**src/rtl/alu_pkg.sv**
```systemverilog
// Shared ALU constants: opcodes, FSM state encoding and the data width used by the accumulator.
package alu_pkg;

    localparam int unsigned ALU_WIDTH = 12;
    localparam int unsigned ALU_OPW   = 4;

    localparam logic [3:0] OP_ADD  = 4'h0;
    localparam logic [3:0] OP_SUB  = 4'h1;
    localparam logic [3:0] OP_AND  = 4'h2;
    localparam logic [3:0] OP_OR   = 4'h3;
    localparam logic [3:0] OP_XOR  = 4'h4;
    localparam logic [3:0] OP_NOT  = 4'h5;
    localparam logic [3:0] OP_SHL  = 4'h6;
    localparam logic [3:0] OP_SHR  = 4'h7;
    localparam logic [3:0] OP_INC  = 4'h8;
    localparam logic [3:0] OP_PASS = 4'h9;
    localparam logic [3:0] OP_MUL  = 4'hA;
    localparam logic [3:0] OP_DIV  = 4'hB;

    typedef enum logic [1:0] {
        ST_IDLE = 2'd0,
        ST_ITER = 2'd1,
        ST_DONE = 2'd2
    } state_t;

endpackage

```
**src/rtl/alu_iter_core.sv**
```systemverilog
// Iterative datapath: shift-add unsigned multiply and, with ALU_DIV_EN, restoring unsigned divide.
// lo_c/hi_c present the values the registers take on the current step.
module alu_iter_core
    import alu_pkg::*;
#(
    parameter int unsigned WIDTH = ALU_WIDTH
) (
    input  logic             clk,
    input  logic             rst_n,
    input  logic             load,
    input  logic             step,
`ifdef ALU_DIV_EN
    input  logic             mode,
`endif
    input  logic [WIDTH-1:0] a_in,
    input  logic [WIDTH-1:0] b_in,
    output logic [WIDTH-1:0] lo_c,
    output logic [WIDTH-1:0] hi_c,
    output logic             dz
);

    logic [WIDTH-1:0] opnd;
    logic [WIDTH-1:0] hi;
    logic [WIDTH-1:0] lo;

    // Multiply: hi accumulates, lo holds the multiplier and collects product bits.
    logic [WIDTH:0]   mul_sum;
    logic [WIDTH-1:0] mul_hi;
    logic [WIDTH-1:0] mul_lo;

    assign mul_sum = {1'b0, hi} + (lo[0] ? {1'b0, opnd} : {(WIDTH+1){1'b0}});
    assign mul_hi  = mul_sum[WIDTH:1];
    assign mul_lo  = {mul_sum[0], lo[WIDTH-1:1]};

`ifdef ALU_DIV_EN
    logic             mode_q;
    logic             dz_q;
    logic [WIDTH:0]   div_sh;
    logic [WIDTH:0]   div_dif;
    logic [WIDTH:0]   div_rem;
    logic             div_ge;
    logic [WIDTH-1:0] div_hi;
    logic [WIDTH-1:0] div_lo;

    // Divide: hi is the partial remainder, lo shifts the dividend out and quotient bits in.
    assign div_sh  = {hi, lo[WIDTH-1]};
    assign div_ge  = (div_sh >= {1'b0, opnd});
    assign div_dif = div_sh - {1'b0, opnd};
    assign div_rem = div_ge ? div_dif : div_sh;
    assign div_hi  = WIDTH'(div_rem);
    assign div_lo  = {lo[WIDTH-2:0], div_ge};

    assign lo_c = mode_q ? div_lo : mul_lo;
    assign hi_c = mode_q ? div_hi : mul_hi;
    assign dz   = dz_q;

    always_ff @(posedge clk or negedge rst_n) begin
        if (!rst_n) begin
            mode_q <= 1'b0;
            dz_q   <= 1'b0;
        end else if (load) begin
            mode_q <= mode;
            dz_q   <= mode && (b_in == '0);
        end
    end
`else
    assign lo_c = mul_lo;
    assign hi_c = mul_hi;
    assign dz   = 1'b0;
`endif

    always_ff @(posedge clk or negedge rst_n) begin
        if (!rst_n) begin
            opnd <= '0;
            hi   <= '0;
            lo   <= '0;
        end else if (load) begin
            opnd <= b_in;
            hi   <= '0;
            lo   <= a_in;
        end else if (step) begin
            hi   <= hi_c;
            lo   <= lo_c;
        end
    end

endmodule

```
**src/rtl/alu_seq.sv**
```systemverilog
// Sequential ALU stage feeding the accumulator: single-cycle logic/add ops, iterative MUL/DIV.
// Define ALU_DIV_EN to build the divider; otherwise opcode DIV is handled as illegal.
module alu_seq
    import alu_pkg::*;
#(
    parameter int unsigned WIDTH = ALU_WIDTH,
    parameter int unsigned OPW   = ALU_OPW
) (
    input  logic             clk,
    input  logic             rst_n,
    input  logic             start,
    input  logic [OPW-1:0]   op,
    input  logic [WIDTH-1:0] in1,
    input  logic [WIDTH-1:0] in2,
    output logic [WIDTH-1:0] alu_out,
    output logic [WIDTH-1:0] alu_out_hi,
    output logic             busy,
    output logic             done,
    output logic             z_flag,
    output logic             c_flag,
    output logic             dz_flag
);

    localparam int unsigned CW = $clog2(WIDTH);

    state_t           state, state_nxt;
    logic [CW-1:0]    cnt, cnt_nxt;
    logic [WIDTH-1:0] out_nxt, hi_nxt;
    logic             busy_nxt, done_nxt, z_nxt, c_nxt, dz_nxt;

    logic             core_load, core_step, core_dz;
    logic [WIDTH-1:0] core_lo, core_hi;
    logic             op_mul, op_div, op_iter;

    logic [WIDTH:0]   sum_ext, dif_ext, inc_ext;
    logic [WIDTH-1:0] sc_res;
    logic             sc_c;

    assign op_mul = (op == OPW'(OP_MUL));
`ifdef ALU_DIV_EN
    assign op_div = (op == OPW'(OP_DIV));
`else
    assign op_div = 1'b0;
`endif
    assign op_iter = op_mul || op_div;

    alu_iter_core #(.WIDTH(WIDTH)) u_core (
        .clk   (clk),
        .rst_n (rst_n),
        .load  (core_load),
        .step  (core_step),
`ifdef ALU_DIV_EN
        .mode  (op_div),
`endif
        .a_in  (in1),
        .b_in  (in2),
        .lo_c  (core_lo),
        .hi_c  (core_hi),
        .dz    (core_dz)
    );

    // Single-cycle results; carry/borrow come from the WIDTH+1-bit sum/difference.
    assign sum_ext = {1'b0, in1} + {1'b0, in2};
    assign dif_ext = {1'b0, in1} - {1'b0, in2};
    assign inc_ext = {1'b0, in1} + {{WIDTH{1'b0}}, 1'b1};

    always_comb begin
        sc_res = '0;
        sc_c   = 1'b0;
        case (op)
            OPW'(OP_ADD):  {sc_c, sc_res} = sum_ext;
            OPW'(OP_SUB):  {sc_c, sc_res} = dif_ext;
            OPW'(OP_AND):  sc_res = in1 & in2;
            OPW'(OP_OR):   sc_res = in1 | in2;
            OPW'(OP_XOR):  sc_res = in1 ^ in2;
            OPW'(OP_NOT):  sc_res = ~in1;
            OPW'(OP_SHL):  {sc_c, sc_res} = {in1, 1'b0};
            OPW'(OP_SHR):  {sc_res, sc_c} = {1'b0, in1};
            OPW'(OP_INC):  {sc_c, sc_res} = inc_ext;
            OPW'(OP_PASS): sc_res = in2;
            default: begin
                sc_res = '0;
                sc_c   = 1'b0;
            end
        endcase
    end

    // Next-state and next-output logic; registers hold unless an op is accepted or completes.
    always_comb begin
        state_nxt = state;
        cnt_nxt   = cnt;
        out_nxt   = alu_out;
        hi_nxt    = alu_out_hi;
        busy_nxt  = busy;
        done_nxt  = 1'b0;
        z_nxt     = z_flag;
        c_nxt     = c_flag;
        dz_nxt    = dz_flag;
        core_load = 1'b0;
        core_step = 1'b0;

        case (state)
            ST_IDLE, ST_DONE: begin
                state_nxt = ST_IDLE;
                if (start) begin
                    dz_nxt = 1'b0;
                    if (op_iter) begin
                        core_load = 1'b1;
                        cnt_nxt   = '0;
                        busy_nxt  = 1'b1;
                        state_nxt = ST_ITER;
                    end else begin
                        out_nxt   = sc_res;
                        hi_nxt    = '0;
                        z_nxt     = (sc_res == '0);
                        c_nxt     = sc_c;
                        done_nxt  = 1'b1;
                        state_nxt = ST_DONE;
                    end
                end
            end
            ST_ITER: begin
                core_step = 1'b1;
                cnt_nxt   = cnt + CW'(1);
                if (cnt == CW'(WIDTH - 1)) begin
                    out_nxt   = core_lo;
                    hi_nxt    = core_hi;
                    z_nxt     = (core_lo == '0);
                    c_nxt     = 1'b0;
                    dz_nxt    = core_dz;
                    busy_nxt  = 1'b0;
                    done_nxt  = 1'b1;
                    cnt_nxt   = '0;
                    state_nxt = ST_DONE;
                end
            end
            default: state_nxt = ST_IDLE;
        endcase
    end

    always_ff @(posedge clk or negedge rst_n) begin
        if (!rst_n) begin
            state      <= ST_IDLE;
            cnt        <= '0;
            alu_out    <= '0;
            alu_out_hi <= '0;
            busy       <= 1'b0;
            done       <= 1'b0;
            z_flag     <= 1'b0;
            c_flag     <= 1'b0;
            dz_flag    <= 1'b0;
        end else begin
            state      <= state_nxt;
            cnt        <= cnt_nxt;
            alu_out    <= out_nxt;
            alu_out_hi <= hi_nxt;
            busy       <= busy_nxt;
            done       <= done_nxt;
            z_flag     <= z_nxt;
            c_flag     <= c_nxt;
            dz_flag    <= dz_nxt;
        end
    end

endmodule

```
**config.mk**
```make
export PLATFORM = sky130hd
export DESIGN_NAME = alu_seq
export DESIGN_NICKNAME = d
export VERILOG_FILES = /design/src/rtl/alu_pkg.sv /design/src/rtl/alu_iter_core.sv /design/src/rtl/alu_seq.sv
export SDC_FILE = /design/constraint.sdc
export NUM_CORES = 1
export LEC_CHECK = 0
export ABC_AREA = 1
export CAP_MARGIN = 15
export CORE_MARGIN = 5
export CORE_UTILIZATION = 45
export CTS_BUF_LIST = sky130_fd_sc_hd__clkbuf_4
export CTS_CLUSTER_SIZE = 28
export DETAILED_ROUTE_END_ITERATION = 12
export HOLD_SLACK_MARGIN = 0.12
export PLACE_DENSITY = 0.71
export SLEW_MARGIN = 0
export SYNTH_ARGS = -nofsm -noshare
export SYNTH_HDL_FRONTEND = slang
export SYNTH_SLANG_ARGS = --single-unit
```
**constraint.sdc**
```tcl
create_clock -name clk -period 3.5 [get_ports clk]
set_clock_uncertainty 0.05 [all_clocks]
set_input_delay 0.875 -clock clk [delete_from_list [all_inputs] [get_ports clk]]
set_output_delay 0.875 -clock clk [all_outputs]
set_load 0.01 [all_outputs]
```
======== Word-level counts from Yosys, hierarchy flattened ========
Cells that the tools add are included.
storage, ports and cells
  ROM bits ................................ 0
  bits in latches ......................... 0
  register bits ........................... 71
  output and inout bits ................... 29
  input bits .............................. 31
  memories ................................ 0
  bits in writable memories ............... 0
  word-level logic and storage cells ...... 93
operators by class
  equal/unequal tests ..................... 17
  div/mod/pow operators ................... 0
  add/sub/neg operators ................... 5
  multiplexer cells ....................... 44
  reduce and logical (&&, ||, !) cells .... 11
  bitwise gates (word level) .............. 4
  $lt $le $gt $ge ......................... 0
  shift-type cells ........................ 0
  multipliers ............................. 0
operator list
  kind                                                              number
  12-bit 2-to-1 mux                                                 11
  12-bit one-hot mux with 10 select lines                           1
  12-bit one-hot mux with 2 select lines                            2
  12-bit zero test                                                  2
  4-bit by 3-bit == test with 1-bit output (second input constant)  4
  4-bit == test (second input constant)                             4
  1-bit 2-to-1 mux                                                  16
  12-bit by 1-bit adder with 13-bit output (second input constant)  1
  12-bit by 12-bit adder with 13-bit output                         1
  12-bit by 13-bit adder with 13-bit output                         1
  12-bit by 12-bit subtractor with 13-bit output                    1
  12-bit AND                                                        1
  4-bit 2-to-1 mux                                                  3
  12-bit NOT                                                        1
  12-bit bitwise OR                                                 1
  12-bit bitwise XOR                                                1
  1-bit one-hot mux with 2 select lines                             5
  4-bit by 2-bit == test with 1-bit output (second input constant)  2
  2-bit != test (second input constant)                             4
  4-bit one-hot mux with 2 select lines                             1
  4-bit AND reduction                                               2
  2-bit 2-to-1 mux                                                  3
  3-bit AND reduction                                               2
  1-bit one-hot mux with 5 select lines                             1
  other kinds (9)                                                   10

======== Longest topological paths before layout ========
Gate-level depths: netlist of run 1.
  depth in word-level cells ............... 6
  gate-level depth with buffers ........... 17
  depth with buffers taken out ............ 15

======== Hierarchy ========
Synthesis of run 1 repeated with hierarchy kept, for this count alone.
second synthesis, totals
  cells, all modules ...................... 1017
  area, all modules ....................... 6555.0 um^2
modules (own cells, without submodules)
  module         cells each  seq. area each (um^2)  area an instance (um^2)  instances
  alu_seq        721         875.8                  4219.0                   1
  alu_iter_core  296         900.9                  2336.0                   1

======== Worst setup path after synthesis of run 1 ========
Ideal clock, no wire load.
  path type ............................... input port to flip-flop
  start ................................... input in1[5]
  end ..................................... register c_flag
  path buffers ............................ 2
  path slack .............................. 0.878 ns
  required time ........................... 3.329 ns
  library setup time ...................... 0.121 ns
  arrival time ............................ 2.451 ns
  stages on the path ...................... 13
  path through ............................ clkbuf_2 > inv_1 > ha_1 > buf_2 > nor2_1 > nand3_1 > nand3_1 > nand2_1 > nand2_1 > a21oi_1 > o21ai_0 > nand3_1 > a22o_1
between the ends
  word-level cells in the longest chain between the ends .. 5
  elaborated cells on any way between the ends .. 7
  classes of those cells .................. add/sub (3); mux (4)
ends and longest elaborated chain
  what                                                                    line            text
  start: declaration                                                      alu_seq.sv:13   input logic [WIDTH-1:0] in1,
  12-bit by 1-bit adder with 13-bit output, or another cell as far along  alu_seq.sv:65   assign inc_ext = {1'b0, in1} + {{WIDTH{1'b0}}, 1'b1};
  1-bit one-hot mux with 5 select lines (*)                               alu_seq.sv:70   case (op)
  1-bit 2-to-1 mux (*)                                                    alu_seq.sv:107  if (op_iter) begin
  1-bit 2-to-1 mux (*)                                                    alu_seq.sv:105  if (start) begin
  1-bit one-hot mux with 2 select lines (*)                               alu_seq.sv:102  case (state)
  end signal: assignment                                                  alu_seq.sv:160  c_flag <= c_nxt;
  end: declaration                                                        alu_seq.sv:20   output logic c_flag,
Mark *: on every way between the ends. The rest lies on a longest branch, timed or not. The select of a mux whose other input is x is not followed.
A chain may end at the register's enable or synchronous reset.

======== Worst setup path after layout of run 1 ========
  start ................................... input in1[1]
  end ..................................... register z_flag
between the ends
  word-level cells in the longest chain between the ends .. 6
  elaborated cells on any way between the ends .. 12
  classes of those cells .................. add/sub (3); mux (4); bitwise (4); reduce/logical (1)
ends and longest elaborated chain
  what                                                                    line            text
  12-bit by 1-bit adder with 13-bit output, or another cell as far along  alu_seq.sv:65
  12-bit one-hot mux with 10 select lines (*)                             alu_seq.sv:70
  12-bit zero test (*)                                                    alu_seq.sv:115  z_nxt = (sc_res == '0);
  1-bit 2-to-1 mux (*)                                                    alu_seq.sv:107
  1-bit 2-to-1 mux (*)                                                    alu_seq.sv:105
  1-bit one-hot mux with 2 select lines (*)                               alu_seq.sv:102
  end signal: assignment                                                  alu_seq.sv:159  z_flag <= z_nxt;
  end: declaration                                                        alu_seq.sv:19   output logic z_flag,
Marked as above.

==> results of run 1 <==
[routing by layer]
metal  wire length (µm)  share of wire, %  vias up  GRT usage (%)
met5                  0                 0        -              0
met4                749               3.7        0           10.9
met3               1500               7.4       56           4.56
met2               9530                47      280           42.6
met1               8390                42     3018           32.3
li1                   -                 -     3394              -
[cells by family (layout without fill, tap and decap cells)]
kind of cell,Yosys count,after routing,synth area share [%]
AO/OA/AOI/OAI,137,137,11.8
XOR/XNOR,4,4,0.563
adder cells (fa/ha/maj),57,57,11.8
buffers and inverters,163,267,10.5
flip-flops,70,70,28.1
other,1,2,0.0602
AND/OR/NAND/NOR,573,573,37.1
[flip-flops by register name (all words and copies together) (netlist names), 2 cells and up]
signal	count
alu_out_hi	12
alu_out	12
u_core.lo	12
cnt	4
u_core.hi	12
u_core.opnd	12
state	2
[power groups by stage]
stage / Combinational [mW] / Clock (mW) / Sequential, mW
floorplan: 0.701 / 0 / 1.12
global placement: 1.08 / 0 / 1.15
detailed placement: 1.09 / 0 / 1.16
CTS: 1.10 / 0.587 / 1.14
global route: 1.25 / 0.624 / 1.17
finish: 1.10 / 0.574 / 1.15
[per-stage QoR]
step                      hold slack [ns]  power, mW  util, %  worst slack [ns]  area, µm²
after detailed placement            0.411       2.25     53.5            0.0488       7340
after floorplan                     0.398       1.82        -             0.878       6230
after global placement              0.411       2.23     53.5            0.0819       7340
after CTS                           0.254       2.83     54.6             0.512       7490
after global routing                0.281       3.05     54.6             0.160       7490
final                               0.271       2.82     54.6             0.465       7490
[how the worst min path moves through the flow]
stage | slack (ns) | endpoint
3_3_place_gp | 0.41 | alu_out_hi[1]
6_report | 0.27 | u_core.lo[0]
2_1_floorplan | 0.40 | u_core.hi[3]
4_1_cts | 0.25 | busy
5_1_grt | 0.28 | u_core.lo[0]
3_5_place_dp | 0.41 | alu_out_hi[0]
[cells in the final DEF (no fill, tap or decap), types with 8 or more instances in the layout]
| master | count |
|---|---|
| a21oi_1 | 38 |
| a31oi_1 | 10 |
| buf_4 | 63 |
| clkbuf_4 | 11 |
| clkdlybuf4s50_1 | 57 |
| dfrtp_1 | 70 |
| ha_1 | 54 |
| inv_1 | 128 |
| nand2_1 | 337 |
| nand3_1 | 85 |
| nand4_1 | 10 |
| nor2_1 | 127 |
| nor3_1 | 8 |
| o21ai_0 | 73 |
[worst max-delay path: stages]
cell and delay, ns:
clkdlybuf4s50_1 0.62, fa_1 0.58, xnor2_1 0.19, nor2_1 0.06, nor2_1 0.12, nand3_1 0.13, nor2_1 0.19, nand3_1 0.11
nor3_1 0.21, nand4_1 0.12, a21oi_1 0.14
[cell type report]
| type | count | area share, % |
|---|---|---|
| diodes | 1 | 0.0334 |
| clock buffers | 11 | 1.10 |
| clock inverters | 4 | 0.968 |
| inverters | 131 | 6.56 |
| multi-input cells | 772 | 51.0 |
| flip-flops and latches | 70 | 23.4 |
| well taps | 180 | 3.01 |
| repair buffers | 121 | 14.0 |
==> results.txt, run 1 <==
FFs w/ async S/R, synth: 100%
Final Setup Violations: 0
Largest net degree at the start of global routing: 51
Reg clk slew, reported paths: 0.12 ns
Critical Path Sink: z_flag
Post-Synthesis Cells: 1,005
Postcts setup bufs: 0
Synthesized cell area: 0.00623 mm²
Synth Net Count: 1,093
Clk Tree Root Cell: clkbuf_4
Clock network fraction of design power: 20.4%
MaxCap Viol Count: 0
Worst reg2reg endpoint: alu_out_hi[11]
Multi-input gate area: 0.00382 mm²
Register share of total power: 40.6%
Wire length per cell: 15.6 µm
CTS Buf Count: 9
Status: finished clean
CP arrival: 3.34 ns
Combinational fraction of design power: 39.0%
Slew Limit Fails: 0
CTS tree: built
P_int: 1.75 mW
Fillers: 1,415
Vias in the first global route: 6,442
Final Hold Viols: 0
Die Area: 0.0163 mm²
Clk sinks: 70
Layout cells sized above 1: 7.57%
Grt ovf: 0
DRC viols: 0
Worst r2r path cells: 14
Area leader, netlist: dfrtp_1
I/O Buffers: 58
RSZ-0062 raised after global routing: false
I/O Pins: 60
WL final: 20,200 µm
First-pass GRT wire length: 32,800 µm
Most common cell in the netlist: nand2_1
Initial antenna violation count: 1
Die height: 128 µm
Cells after DPL: 1,274
Average size of a mapped cell: 6.20 µm²
DR vias: 6,748
Core ar.: 0.0137 mm²
Register Area: 0.00175 mm²
Starting Density: 45.4%
Post-cts hold buffer count: 0
Max clock buf depth: 2
EDFF count, synth: 0
Ys flop type: dfrtp_1
PwrDens: 376 mW/mm²
CP Launch Point: in1[1]
Hold WC Path Type: input port to asynchronous set/reset pin
Switching Fraction: 38.1%
Post-route insts no fill: 1,290
Drt via density: 5.23
Flops & latches, synth: 70
Yosys warns: 0
Synth unique cells: 33
CP max FO: 8
Most area-consuming cells after synthesis: dfrtp_1, nand2_1, ha_1
Setup slack, reg-to-reg: 0.88 ns
Core Rows: 43
Drt initial violations: 581
Peak supply drop: 160 µV
Leakage Power: 4.15 nW
Routability cong.: 1.03
Drt pass-1 iters: 5
Final TNS setup: 0 ns
Aggregate global-route resource usage: 25.4%
Synth top cells by count: nand2_1, inv_1, nor2_1
FF-to-FF Start: u_core.lo[0]
Worst path required time: 3.81 ns
Relative slew margins: 24.1%
H-tree levels: 3
Post-synth top area share: 28.1%
Critical path endpoint category: flop
Nets: 1,193
Clk Latency, worst-skew pair: 0.43 ns
Min Tclk post-route: 3.03 ns
Cts repair resizes: 0
Worst Max-Slew Pin Slew: 1.13 ns
Post-DP HPWL: 16,200 µm
DRT antenna net count: 0
Worst setup SP type: input port
Synth-to-layout area growth: 20.4%
Post-synthesis sequential area ratio: 28.1%
Net load switching power: 1.07 mW
Period utilization: 86.7%
Width of the die: 128 µm
CP Class: input port to flop
Fmax achieved: 329 MHz
No activity file was read; power rests on OpenSTA's default activity.
==> run 2: changes to the inputs <==
Settings changed: TNS_END_PERCENT set to 1.
==> results of run 2 <==
The final DEF is identical to that of run 1; final timing and power are the same.
